$ cat src/rtl/xbus_dram_bridge_pkg.sv
// Shared definitions for the Xbus-to-SDRAM bridge slave.
// Holds the DRAM address window limit and the bridge FSM state encoding.
package xbus_dram_bridge_pkg;

    // First Xbus word address that is not backed by SDRAM.
    localparam logic [21:0] DRAM_LIMIT = 22'o17000000;

    // Bridge FSM states. The explicit encoding keeps the state value stable
    // for anyone probing the design.
    typedef enum logic [1:0] {
        IDLE = 2'd0,
        RD   = 2'd1,
        WR   = 2'd2,
        ACK  = 2'd3
    } bridgeState_e;

endpackage

$ cat src/rtl/xbus_dram_bridge.sv
// Xbus slave that maps the low Xbus address window onto the SDRAM controller.
// Each accepted request runs one SDRAM read or write. The slave then holds a
// 4-phase ack, with the read data, until the master drops req.
module xbus_dram_bridge
    import xbus_dram_bridge_pkg::*;
(
    input  logic        clk,
    input  logic        reset,
    input  logic [21:0] addr,
    input  logic [31:0] datain,
    output logic [31:0] dataout,
    input  logic        req,
    input  logic        write,
    output logic        ack,
    output logic        decode,
    output logic [21:0] sdram_addr,
    input  logic [31:0] sdram_data_in,
    output logic [31:0] sdram_data_out,
    output logic        sdram_req,
    input  logic        sdram_ready,
    output logic        sdram_write,
    input  logic        sdram_done
);

    bridgeState_e state_q;
    logic        ack_q;
    logic        sdramReq_q;
    logic        sdramWrite_q;
    logic [31:0] dataOut_q;
    logic [21:0] sdramAddr_q;
    logic [31:0] sdramDataOut_q;

    // The address decode is purely combinational, so the bus interface can mux
    // slaves without waiting a cycle. It does not depend on req or on the state.
    assign decode = (addr < DRAM_LIMIT);

    assign ack            = ack_q;
    assign sdram_req      = sdramReq_q;
    assign sdram_write    = sdramWrite_q;
    assign dataout        = dataOut_q;
    assign sdram_addr     = sdramAddr_q;
    assign sdram_data_out = sdramDataOut_q;

    // Transaction FSM with registered outputs. Address and data are captured
    // once, on the accept edge, so later bus changes cannot disturb the
    // transaction in flight.
    always_ff @(posedge clk) begin
        if (reset) begin
            state_q        <= IDLE;
            ack_q          <= 1'b0;
            sdramReq_q     <= 1'b0;
            sdramWrite_q   <= 1'b0;
            dataOut_q      <= 32'd0;
            sdramAddr_q    <= 22'd0;
            sdramDataOut_q <= 32'd0;
        end else begin
            case (state_q)
                IDLE: begin
                    if (req && decode) begin
                        sdramAddr_q    <= addr;
                        sdramDataOut_q <= datain;
                        sdramReq_q     <= 1'b1;
                        sdramWrite_q   <= write;
                        state_q        <= write ? WR : RD;
                    end
                end
                RD: begin
                    if (sdram_ready) begin
                        dataOut_q  <= sdram_data_in;
                        sdramReq_q <= 1'b0;
                        ack_q      <= 1'b1;
                        state_q    <= ACK;
                    end
                end
                WR: begin
                    if (sdram_done) begin
                        sdramReq_q   <= 1'b0;
                        sdramWrite_q <= 1'b0;
                        ack_q        <= 1'b1;
                        state_q      <= ACK;
                    end
                end
                ACK: begin
                    // Only leaving ACK returns to IDLE. That guarantees
                    // sdram_req stays low for at least one cycle between
                    // transactions.
                    if (!req) begin
                        ack_q   <= 1'b0;
                        state_q <= IDLE;
                    end
                end
                default: begin
                    state_q <= IDLE;
                end
            endcase
        end
    end

endmodule

$ cat config.mk
export PLATFORM = sky130hd
export DESIGN_NAME = xbus_dram_bridge
export DESIGN_NICKNAME = d
export VERILOG_FILES = /design/src/rtl/xbus_dram_bridge_pkg.sv /design/src/rtl/xbus_dram_bridge.sv
export SDC_FILE = /design/constraint.sdc
export NUM_CORES = 1
export LEC_CHECK = 0
export BUFFER_PORTS_ARGS = -buffer_cell sky130_fd_sc_hd__buf_2
export CORE_UTILIZATION = 28
export DETAILED_ROUTE_END_ITERATION = 10
export GPL_ROUTABILITY_DRIVEN = 1
export PLACE_DENSITY_LB_ADDON = 0.08
export SKIP_CTS_REPAIR_TIMING = 1
export SYNTH_ARGS = -nofsm -noshare
export SYNTH_HDL_FRONTEND = slang
export SYNTH_SLANG_ARGS = --single-unit
$ cat constraint.sdc
create_clock -name clk -period 2.2 [get_ports clk]
set_clock_uncertainty 0.2 [all_clocks]
set_input_delay 0 -clock clk [delete_from_list [all_inputs] [get_ports clk]]
set_output_delay 0 -clock clk [all_outputs]
set_load 0.03 [all_outputs]
# Word-level counts from Yosys, hierarchy flattened
# Cells that the tools add are included.
dict set report word_totals {
  ff_bits 91
  inputBits 92
  out_inout_bits 90
  elab_cells 42
}
dict set report classes {
  n_lt_le_gt_ge 1
  eq_ne 7
  mux 16
  n_reduce_logical 11
}
# op n
set op_table {}
lappend op_table {{$lt 22x22->1 const B} 1}
lappend op_table {{$reduce_and 4->1} 3}
lappend op_table {{$mux 2} 5}
lappend op_table {{$ne 2x2->1 const B} 4}
lappend op_table {{$pmux 2 s4} 1}
lappend op_table {{$mux 1} 7}
lappend op_table {{$pmux 1 s3} 2}
lappend op_table {{$reduce_bool 3->1} 2}
lappend op_table {{$eq 2x2->1 const B} 2}
lappend op_table {{$reduce_and 2->1} 2}
lappend op_table {{$reduce_and 3->1} 1}
lappend op_table {{$eq 2x1->1 const B} 1}
lappend op_table {{$logic_not 2->1} 1}
lappend op_table {{$pmux 1 s2} 1}
lappend op_table {{$reduce_bool 2->1} 1}
lappend op_table {{$logic_and 1x1->1} 1}

# Logic depth before layout (Yosys ltp)
dict set report depth {
  depth_word 4
  ltp_mapped 7
  depth_no_buf 6
}

# Least setup slack after synthesis
# OpenSTA, ideal clock, no wires.
dict set report synth_path {
  path_type {register to register}
  from {register state_q[0]}
  to {register state_q[1]}
  setup_time_ns 0.087
  arrival_ns 1.510
  required_time_ns 1.913
  slack_ns 0.403
  stages_incl_launch_ff 7
  n_path_buf 0
  period_less_slack_ns 1.797
  path_cell_list {dfxtp_1 > inv_1 > ha_1 > or2b_2 > o221ai_2 > or4_1 > o31ai_1}
}
dict set report synth_via {
  elab_chain_cells 3
  elab_cells_between_ends 10
  classes_between {7 x eq/ne; 1 x mux; 2 x reduce/logical}
}
# element line
set synth_lines {}
lappend synth_lines {{start, declared} xbus_dram_bridge.sv:25} ;# bridgeState_e state_q;
lappend synth_lines {{start signal, assigned} xbus_dram_bridge.sv:64} ;# state_q <= write ? WR : RD;
lappend synth_lines {{$eq 2x2->1 (tied with other cells)} xbus_dram_bridge.sv:57} ;# case (state_q)
lappend synth_lines {{$ne 2x2->1 (no line)} n/a}
lappend synth_lines {{$reduce_and 4->1 (no line)} n/a}
# Parallel ways exist; a longest one is shown, timed or not.
# A chain may end at the register's enable or synchronous reset.

# Worst setup path after layout
dict set report layout_path {
  from {register state_q[1]}
  to {register state_q[1]}
}
# Same word-level chain as after synthesis.

==> run metrics <==
status finished with violations; DIE AREA 12,500 µm²; grt ovf 0; CP Class reg2reg; Buf/Inv on CP 1; area delta synth->final 65.9%; slowest stage cell, crit path or4_1; Final period util between 80% and 90%; power density over cell area just over 1000 nW/µm²; Hold EP sdram_addr[3]; Fmax achieved between 500 and 600 MHz; CP endpoint kind register; Worst Path Max Fanout 4; RSZ-0062 raised after global routing no; warnings from Yosys 0; final antenna-violating net count 0; Slew @ Worst Pin slightly below 0.8 ns; CP top delay family simple AND/OR/NAND/NOR gates; routed via count approximately 3,600; Avg Synthesized Cell Area approximately 8 µm²; fin crit period 1.96 ns; FF-to-FF setup slack about 0.24 ns; top-area cell type share of the netlist area 54.1%; Hold Crit Depth 2; CTS tree done; HPWL after DPL around 6300 µm; Chip Width approximately 110 µm; Synth Instances 419; sequential element share of the synthesized area between 50% and 60%; Clock Sinks 91; total iterations of the first detailed-routing run 8; GPL Wtd Cong 0.770; hold path start reset; FF-to-FF End state_q[1]; H-tree Lvls 3; Worst path max stage delay approximately 0.50 ns; number of global-route vias before repair around 3,100; Die Ht 112 µm; number of I/O pins about 180; CTS max path bufs 2; CP cell instances inv_1 -> ha_1 -> nor2b_1 -> a21o_1 -> or4_1 -> o31ai_1; fin util 48.3%; Reg2Reg Depth 6; Avg WL per Cell 11.8 µm; share of layout cells above drive strength 1 a little under a third; Area contributors post-synth dfxtp_1, nand2_1, a21oi_1, ha_1, buf_6; Yosys cell types 23; worst min path class in2reg; Startpoint Class register; Static Leak around 2.6 nW; endpoints failing hold 0; FP Rows 39; Max-Cap Viols 0; Via-to-Cell Ratio 4.34; Clk pin slew, worst setup/hold paths roughly 0.06 ns; drt total wl about 10000 µm; initial antenna violation count 0; crit path DAT roughly 2.0 ns; ant diodes 0; Clk Latency, worst-skew pair approximately 0.33 ns; post-synthesis register bit count around 90; Cell Area, Synth 3370 µm²; clk root buf clkbuf_16; WP data required 2.24 ns; failing checks DRC; initial core utilization 29.1%; nets@finish just under 800; Slew headroom 48.4%; syn nets ~520; DRC 12; 1st-iter DRT viols between 150 and 200; core area 11,600 µm²; worst r2r src state_q[1]; Slew Limit Fails 0; largest net degree at the start of global routing between 50 and 60; Peak VDD IR around 420 µV; IO buf count approximately 180; global-route wire length before repair between 10,000 and 15,000 µm; largest area contributor in the netlist dfxtp_1; Final setup viols 0; GRT Total Usage around 15%; Setup TNS 0 ns; CTS Buf Count 9; CP Depth 6
[per-stage QoR]
step / total power, mW / hold WS (ns) / setup WS, ns / area, µm² / std cells
floorplan: 3.45 / -0.0640 / 0.403 / 3370 / 419
global placement: 3.94 / 0.0401 / 0.316 / 4360 / 721
detailed placement: 3.97 / 0.0456 / 0.250 / 4360 / 721
CTS: 5.59 / -0.321 / 0.235 / 4670 / 737
global route: 5.98 / 0.101 / 0.0891 / 5590 / 828
finish: 5.62 / 0.0597 / 0.244 / 5590 / 828
[per-layer routing]
metal | wire (µm) | vias up | global-route usage [%]
met3 | 675 | 16 | 5.17
met1 | 4300 | 1581 | 16.8
met5 | 0 | - | 0
met2 | 4590 | 122 | 24.8
met4 | 197 | 0 | 7.03
li1 | - | 1878 | -
[synthesized netlist by cell type (all sizes together)]
| master | count |
|---|---|
| a21o | 1 |
| nand2 | 175 |
| o221ai | 1 |
| nor2 | 3 |
| ha | 6 |
| clkbuf | 14 |
| o21ai | 1 |
| nand4 | 2 |
| mux2i | 1 |
| nor2b | 2 |
| a22oi | 1 |
| a21oi | 91 |
| o31ai | 4 |
| nand3 | 1 |
| and3 | 1 |
| dfxtp | 91 |
| inv | 4 |
| buf | 14 |
| or4 | 4 |
| and2 | 1 |
| or2b | 1 |
[final cells by class]
type / count / area, µm²
clock buffer: 12 / 267
tap: 143 / 179
inverter: 4 / 15.0
fill: 1187 / 5980
multi-input combinational: 296 / 1370
sequential: 91 / 1820
timing repair buffer: 278 / 1890
clock inverter: 4 / 47.5
[worst max path at each step]
stage,start,to
6_report,state_q[1],state_q[1]
5_1_grt,state_q[0],sdram_write
4_1_cts,state_q[1],state_q[1]
3_5_place_dp,state_q[1],state_q[0]
3_3_place_gp,state_q[0],state_q[0]
2_1_floorplan,state_q[0],state_q[1]
[logic make-up (layout without fill, tap and decap cells)]
group | after synthesis | count (layout) | synth area share (%)
fa+ha+maj | 6 | 6 | 2.23
buf+inv | 32 | 298 | 5.20
mux | 1 | 1 | 0.297
flops | 91 | 91 | 54.1
simple gates | 190 | 190 | 22.7
compound gates | 99 | 99 | 15.5
[placed cells by master (no fill, tap or decap), types with 2 or more instances in the layout]
cell type and n:
nor2_1 3, clkbuf_16 9, nor2b_1 2, buf_4 4, dlygate4sd3_1 91, buf_2 181, dfxtp_1 91, clkinv_2 2
clkbuf_8 3, nand2_1 175, or4_1 4, o31ai_1 4, buf_12 2, a21oi_1 91, ha_1 6, inv_1 4
[registers in the layout, indices dropped and copies added, names as in the netlist]
| register | cells |
|---|---|
| sdram_addr | 22 |
| state_q | 2 |
| ack | 1 |
| sdram_data_out | 32 |
| dataout | 32 |
| sdram_req | 1 |
| sdram_write | 1 |
[power by group]
part	leakage [nW]	internal [mW]	switching, mW
combinational	1.68	0.682	1.28
clock	0.155	0.969	0.622
sequential	0.743	1.93	0.141
total	2.58	3.58	2.04
(Power assumes the default switching activity.)
